<file path="src/rtl/gamepad_pkg.sv">
// Shared definitions for the NES gamepad reader: button bit positions, FSM
// state encoding and the opposing-direction filter applied when buttons load.
package gamepad_pkg;

  localparam int unsigned NUM_BUTTONS = 8;

  localparam int unsigned BTN_A      = 0;
  localparam int unsigned BTN_B      = 1;
  localparam int unsigned BTN_SELECT = 2;
  localparam int unsigned BTN_START  = 3;
  localparam int unsigned BTN_UP     = 4;
  localparam int unsigned BTN_DOWN   = 5;
  localparam int unsigned BTN_LEFT   = 6;
  localparam int unsigned BTN_RIGHT  = 7;

  typedef enum logic [2:0] {
    ST_IDLE     = 3'd0,
    ST_LATCH    = 3'd1,
    ST_CLK_HIGH = 3'd2,
    ST_CLK_LOW  = 3'd3,
    ST_DONE     = 3'd4
  } state_e;

  // Opposing directions held together cancel each other; face buttons pass.
  function automatic logic [NUM_BUTTONS-1:0] filter_dirs(input logic [NUM_BUTTONS-1:0] raw);
    logic [NUM_BUTTONS-1:0] filt;
    filt = raw;
    if (raw[BTN_UP] && raw[BTN_DOWN]) begin
      filt[BTN_UP]   = 1'b0;
      filt[BTN_DOWN] = 1'b0;
    end
    if (raw[BTN_LEFT] && raw[BTN_RIGHT]) begin
      filt[BTN_LEFT]  = 1'b0;
      filt[BTN_RIGHT] = 1'b0;
    end
    return filt;
  endfunction

endpackage

</file>
<file path="src/rtl/pad_bit_timer.sv">
// Half bit-period timer: counts H-cycle phases in pairs and tracks which of the
// eight pad bits is in flight. Held cleared whenever run_i is low.
module pad_bit_timer #(
  parameter int unsigned HALF_PERIOD = 150
) (
  input  logic       clk,
  input  logic       reset,
  input  logic       run_i,
  output logic       phase_end_o,
  output logic       bit_end_o,
  output logic [2:0] bit_idx_o
);

  localparam int unsigned CW = (HALF_PERIOD > 1) ? $clog2(HALF_PERIOD) : 1;
  localparam logic [CW-1:0] CNT_LAST = CW'(HALF_PERIOD - 1);

  logic [CW-1:0] cnt_q, cnt_d;
  logic          half_q, half_d;
  logic [2:0]    bit_q, bit_d;

  assign phase_end_o = run_i && (cnt_q == CNT_LAST);
  // A bit period ends on the second of its two phases.
  assign bit_end_o   = phase_end_o && half_q;
  assign bit_idx_o   = bit_q;

  always_comb begin
    cnt_d  = cnt_q;
    half_d = half_q;
    bit_d  = bit_q;
    if (!run_i) begin
      cnt_d  = '0;
      half_d = 1'b0;
      bit_d  = '0;
    end else if (phase_end_o) begin
      cnt_d  = '0;
      half_d = ~half_q;
      if (half_q) begin
        bit_d = bit_q + 3'd1;
      end
    end else begin
      cnt_d = cnt_q + CW'(1);
    end
  end

  always_ff @(posedge clk) begin
    if (reset) begin
      cnt_q  <= '0;
      half_q <= 1'b0;
      bit_q  <= '0;
    end else begin
      cnt_q  <= cnt_d;
      half_q <= half_d;
      bit_q  <= bit_d;
    end
  end

endmodule

</file>
<file path="src/rtl/nes_gamepad_reader.sv">
// Polls an NES serial gamepad once per POLL_CYCLES and presents the eight
// buttons as registered active-high levels with a one-cycle valid strobe.
module nes_gamepad_reader
  import gamepad_pkg::*;
#(
  parameter int unsigned HALF_PERIOD = 150,
  parameter int unsigned POLL_CYCLES = 416667
) (
  input  logic clk,
  input  logic reset,
  input  logic pad_data,
  output logic pad_latch,
  output logic pad_clk,
  output logic A,
  output logic B,
  output logic select,
  output logic start,
  output logic up,
  output logic down,
  output logic left,
  output logic right,
  output logic valid
);

  localparam int unsigned TW = $clog2(POLL_CYCLES);
  localparam logic [TW-1:0] POLL_LAST = TW'(POLL_CYCLES - 1);

  state_e                   state_q, state_d;
  logic [TW-1:0]            poll_q, poll_d;
  logic [NUM_BUTTONS-1:0]   shift_q, shift_d;
  logic [NUM_BUTTONS-1:0]   btn_q, btn_d;
  logic                     valid_q, valid_d;
  logic                     latch_q, pclk_q;
  logic                     timer_run;
  logic                     phase_end;
  logic                     bit_end;
  logic [2:0]               bit_idx;

  assign timer_run = (state_q == ST_LATCH) || (state_q == ST_CLK_HIGH) ||
                     (state_q == ST_CLK_LOW);

  pad_bit_timer #(
    .HALF_PERIOD(HALF_PERIOD)
  ) u_bit_timer (
    .clk        (clk),
    .reset      (reset),
    .run_i      (timer_run),
    .phase_end_o(phase_end),
    .bit_end_o  (bit_end),
    .bit_idx_o  (bit_idx)
  );

  assign poll_d = (poll_q == POLL_LAST) ? '0 : poll_q + TW'(1);

  always_comb begin
    state_d = state_q;
    shift_d = shift_q;
    btn_d   = btn_q;
    valid_d = 1'b0;
    unique case (state_q)
      // Timer at zero is the cycle after it wrapped past POLL_CYCLES-1.
      ST_IDLE: begin
        if (poll_q == '0) begin
          state_d = ST_LATCH;
        end
      end
      ST_LATCH: begin
        if (bit_end) begin
          shift_d = {~pad_data, shift_q[NUM_BUTTONS-1:1]};
          state_d = ST_CLK_HIGH;
        end
      end
      ST_CLK_HIGH: begin
        if (phase_end) begin
          state_d = ST_CLK_LOW;
        end
      end
      ST_CLK_LOW: begin
        if (bit_end) begin
          shift_d = {~pad_data, shift_q[NUM_BUTTONS-1:1]};
          state_d = (bit_idx == 3'd7) ? ST_DONE : ST_CLK_HIGH;
        end
      end
      ST_DONE: begin
        state_d = ST_IDLE;
      end
      default: begin
        state_d = ST_IDLE;
      end
    endcase
    // Load on entry so the new levels and valid are visible during DONE.
    if (state_d == ST_DONE) begin
      btn_d   = filter_dirs(shift_d);
      valid_d = 1'b1;
    end
  end

  always_ff @(posedge clk) begin
    if (reset) begin
      state_q <= ST_IDLE;
      poll_q  <= '0;
      shift_q <= '0;
      btn_q   <= '0;
      valid_q <= 1'b0;
      latch_q <= 1'b0;
      pclk_q  <= 1'b0;
    end else begin
      state_q <= state_d;
      poll_q  <= poll_d;
      shift_q <= shift_d;
      btn_q   <= btn_d;
      valid_q <= valid_d;
      latch_q <= (state_d == ST_LATCH);
      pclk_q  <= (state_d == ST_CLK_HIGH);
    end
  end

  assign pad_latch = latch_q;
  assign pad_clk   = pclk_q;
  assign valid     = valid_q;
  assign A         = btn_q[BTN_A];
  assign B         = btn_q[BTN_B];
  assign select    = btn_q[BTN_SELECT];
  assign start     = btn_q[BTN_START];
  assign up        = btn_q[BTN_UP];
  assign down      = btn_q[BTN_DOWN];
  assign left      = btn_q[BTN_LEFT];
  assign right     = btn_q[BTN_RIGHT];

endmodule

</file>
<file path="config.mk">
export PLATFORM = sky130hd
export DESIGN_NAME = nes_gamepad_reader
export DESIGN_NICKNAME = d
export VERILOG_FILES = /design/src/rtl/gamepad_pkg.sv /design/src/rtl/pad_bit_timer.sv /design/src/rtl/nes_gamepad_reader.sv
export SDC_FILE = /design/constraint.sdc
export NUM_CORES = 1
export LEC_CHECK = 0
export CORE_UTILIZATION = 43
export CTS_CLUSTER_DIAMETER = 150
export CTS_CLUSTER_SIZE = 24
export DETAILED_ROUTE_END_ITERATION = 7
export GPL_TIMING_DRIVEN = 0
export HOLD_SLACK_MARGIN = 0.03
export PLACE_DENSITY = 0.62
export SLEW_MARGIN = 15
export SYNTH_ARGS = -nofsm -noshare
export SYNTH_HDL_FRONTEND = slang
export SYNTH_HIERARCHICAL = 1
export SYNTH_SLANG_ARGS = --single-unit
</file>
<file path="constraint.sdc">
create_clock -name clk -period 6.1 [get_ports clk]
set_input_delay 0.61 -clock clk [delete_from_list [all_inputs] [get_ports clk]]
set_output_delay 0.61 -clock clk [all_outputs]
set_load 0.02 [all_outputs]
</file>
==> flow_metrics.py <==
metrics = {
    "sta": {
        "tns_ns": 0,
        "max_freq_mhz": 357.2,
        "drv_slew": 0,
        "rsz0062_at_grt": "no",
        "finalClockSkew_ns": 0.01116,
        "finalHoldViolations": 0,
        "period_needed_ns": 2.800,
        "finalCritPeriodShare_pct": 45.89,
        "tightestPinTransition_ns": 0.5884,
        "relSlewSlack_pct": 60.51,
        "setup_viol_count_final": 0,
        "hold_ws_ns": 0.4743,
    },
    "route": {
        "drt_iter0_drc": 90,
        "wirelength_mm": 4.157,
        "antenna_left": 0,
        "vias": 1768,
        "drc": 0,
        "firstDrtPassIters": 4,
        "wire_per_inst_um": 12.23,
        "via_per_inst": 5.200,
    },
    "global_route": {
        "track_usage_pct": 16.03,
        "grt_max_degree": 17,
        "grt_pass1_vias": 1588,
        "antenna_found_initial": 0,
        "grt_pass1_wl_mm": 6.969,
        "grt_overflow_total": 0,
    },
    "clock_network": {
        "path_clk_slew_ns": 0.10,
        "cts_resized": 0,
        "cts_root_buffer": "clkbuf_8",
        "clkSinkCount": 53,
        "cts_made_buffers": 5,
        "clock_path_buffers": 2,
        "htreeDepth": 2,
        "post_cts_buffers": 0,
        "insertion_delay_ns": 0.31,
        "tritoncts": "done",
        "ctsHoldBuffers": 0,
    },
    "pwr": {
        "power.leakage_nw": 0.8777,
        "vdd_drop_max_v": 0.0001342,
        "power_density_nw_per_um2": 220.4,
    },
    "hold_path": {
        "hp-start": "btn_q[0]",
        "worst_hold_path_type": "reg -> reg",
    },
    "floorplan": {
        "start_util_pct": 45.11,
        "die_w_um": 75.43,
        "io_pins": 14,
        "core-area_um2": 5140,
        "rows": 26,
        "dieArea_um2": 5690,
        "die_y_um": 75.43,
    },
    "cells_and_area": {
        "fin_cells": 340,
        "design_area_um2": 2623,
        "fin_nets": 278,
        "syn_to_final_growth_pct": 13.11,
        "diodes": 0,
        "layout-drive-gt1-share_pct": 8.889,
        "utilization_pct": 51.02,
        "n_fill_cell": 525,
    },
    "setup_path": {
        "setup.worst_path.class": "reg -> reg",
        "cp_top_family": "simple AND/OR/NAND/NOR gates",
        "crit_arrival_ns": 3.02,
        "crit_path_max_incr_delay_ns": 0.41,
        "timing.rr.start": "state_q[2]",
        "path_max_fanout": 10,
        "reg2reg_slack_ns": 3.30,
        "worstSetupEndpointType": "flip-flop",
        "cp.required_ns": 6.32,
        "crit_start": "state_q[2]",
        "worstSetupStartpointType": "flip-flop",
        "slowest_stage": "or3_1",
        "path_cells": "clkbuf_1 -> nor2_1 -> nand4b_4 -> nor3_2 -> nand2_1 -> or3_1 -> or3_1 -> clkbuf_1 -> o31ai_1",
        "critPathBufInv": 2,
    },
    "synth": {
        "synthCells": 249,
        "syn-num-nets": 258,
        "yosys.area.top_type": "dfxtp_1",
        "synthDistinctLibCells": 47,
        "synth_area_leaders": "dfxtp_1 (46%), nor2_1 (5.7%), xnor2_1 (4.5%)",
        "synth.avg_cell_area_um2": 9.311,
        "ys_warn_count": 6,
        "ys_seq_area_share_pct": 45.76,
        "synth_seq_cells": 53,
        "synth_top_area_share_pct": 45.76,
        "netlist_area_um2": 2318,
    },
    "placement": {
        "detailed_place.area_um2": 2536,
        "port_buffers": 13,
        "dp_hpwl_mm": 2.962,
        "placedCellCount": 332,
        "gp_congestion": 0.8132,
    },
    "outcome": {
        "outcome": "completed",
    },
    "run": {
        "drv_cap": 0,
    },
}
## flip-flops by register name (all words and copies together), names as in the netlist
register	flops
u_bit_timer/cnt_q	8
poll_q	19
u_bit_timer/bit_idx_o	3
u_bit_timer/half_q	1
pad_clk	1
shift_q	8
pad_latch	1
state_q	3
valid	1
btn_q	8
## path summary, 6_finish.rpt
path | cells after the start | to
worst max-delay path | 9 | btn_q[4]
worst min-delay path | 1 | btn_q[0]
worst max register to register | 9 | btn_q[4]
worst min register to register | 1 | btn_q[0]
## cell type report
class | instances | area (um2) | area share (%)
Inverter | 9 | 33.78 | 1.288
Buffer | 9 | 40.04 | 1.527
Timing Repair Buffer | 13 | 130.1 | 4.962
Sequential cell | 53 | 1061 | 40.46
Tap cell | 70 | 87.58 | 3.340
Multi-Input combinational cell | 178 | 1184 | 45.13
Clock inverter | 3 | 17.52 | 0.6679
Clock buffer | 5 | 68.82 | 2.624
## per-layer routing
| metal | global-route usage, % | vias up | wire length, um |
|---|---|---|---|
| li1 | - | 922 | - |
| met1 | 20.10 | 823 | 2077 |
| met2 | 26.98 | 15 | 1911 |
| met3 | 3.968 | 8 | 102 |
| met4 | 5.350 | 0 | 65 |
| met5 | 0 | - | 0 |
## cell usage after synthesis (all sizes together)
library cell	n
a211oi	1
a21bo	1
a21boi	2
a21o	1
a21oi	7
a32o	1
and4	1
and4b	1
buf	3
clkbuf	6
dfxtp	53
ha	6
inv	9
mux2	1
mux2i	8
nand2	15
nand2b	2
nand3	11
nand3b	2
nand4	10
nand4b	1
nand4bb	1
nor2	35
nor2b	3
nor3	10
nor4	8
nor4b	2
nor4bb	1
o21a	1
o21ai	9
o21bai	1
o2bb2ai	5
o31a	1
o31ai	2
or3	6
or3b	1
or4	3
xnor2	12
xor2	6
## logic make-up (layout without fill, tap and decap cells)
logic type	after synthesis	count (layout)	share of synthesized area (%)
AOI/OAI and AO/OA	32	32	9.822
xor gates and xnor gates	18	18	6.800
adders and majority gates	6	6	3.238
buffers and inverters	18	39	3.184
DFF	53	53	45.76
muxes	9	9	3.940
and+or+nand+nor	113	113	27.25
## stage by stage
stage	worst slack (ns)	total power, mW
after CTS	3.251	0.5859
final	3.300	0.5780
after global routing	2.936	0.6030
after global placement	3.280	0.3933
after detailed placement	3.296	0.3932
after floorplan	3.673	0.3833
## placed cells by master (no fill, tap or decap), types with 7 or more instances in the layout
master           count
clkdlybuf4s50_1     13
dfxtp_1             53
inv_1                7
mux2i_1              8
nand2_1             15
nand3_1             11
nand4_1              9
nor2_1              35
nor3_1               9
nor4_1               8
o21ai_0              7
xnor2_1             12
## power breakdown
part           switching, mW  leakage (nW)  internal [mW]  total, mW
Clock                  0.114        0.0439         0.0795      0.193
Combinational         0.0181         0.406         0.0132     0.0313
Sequential           0.00338         0.428          0.350      0.353
(Power assumes the default switching activity.)
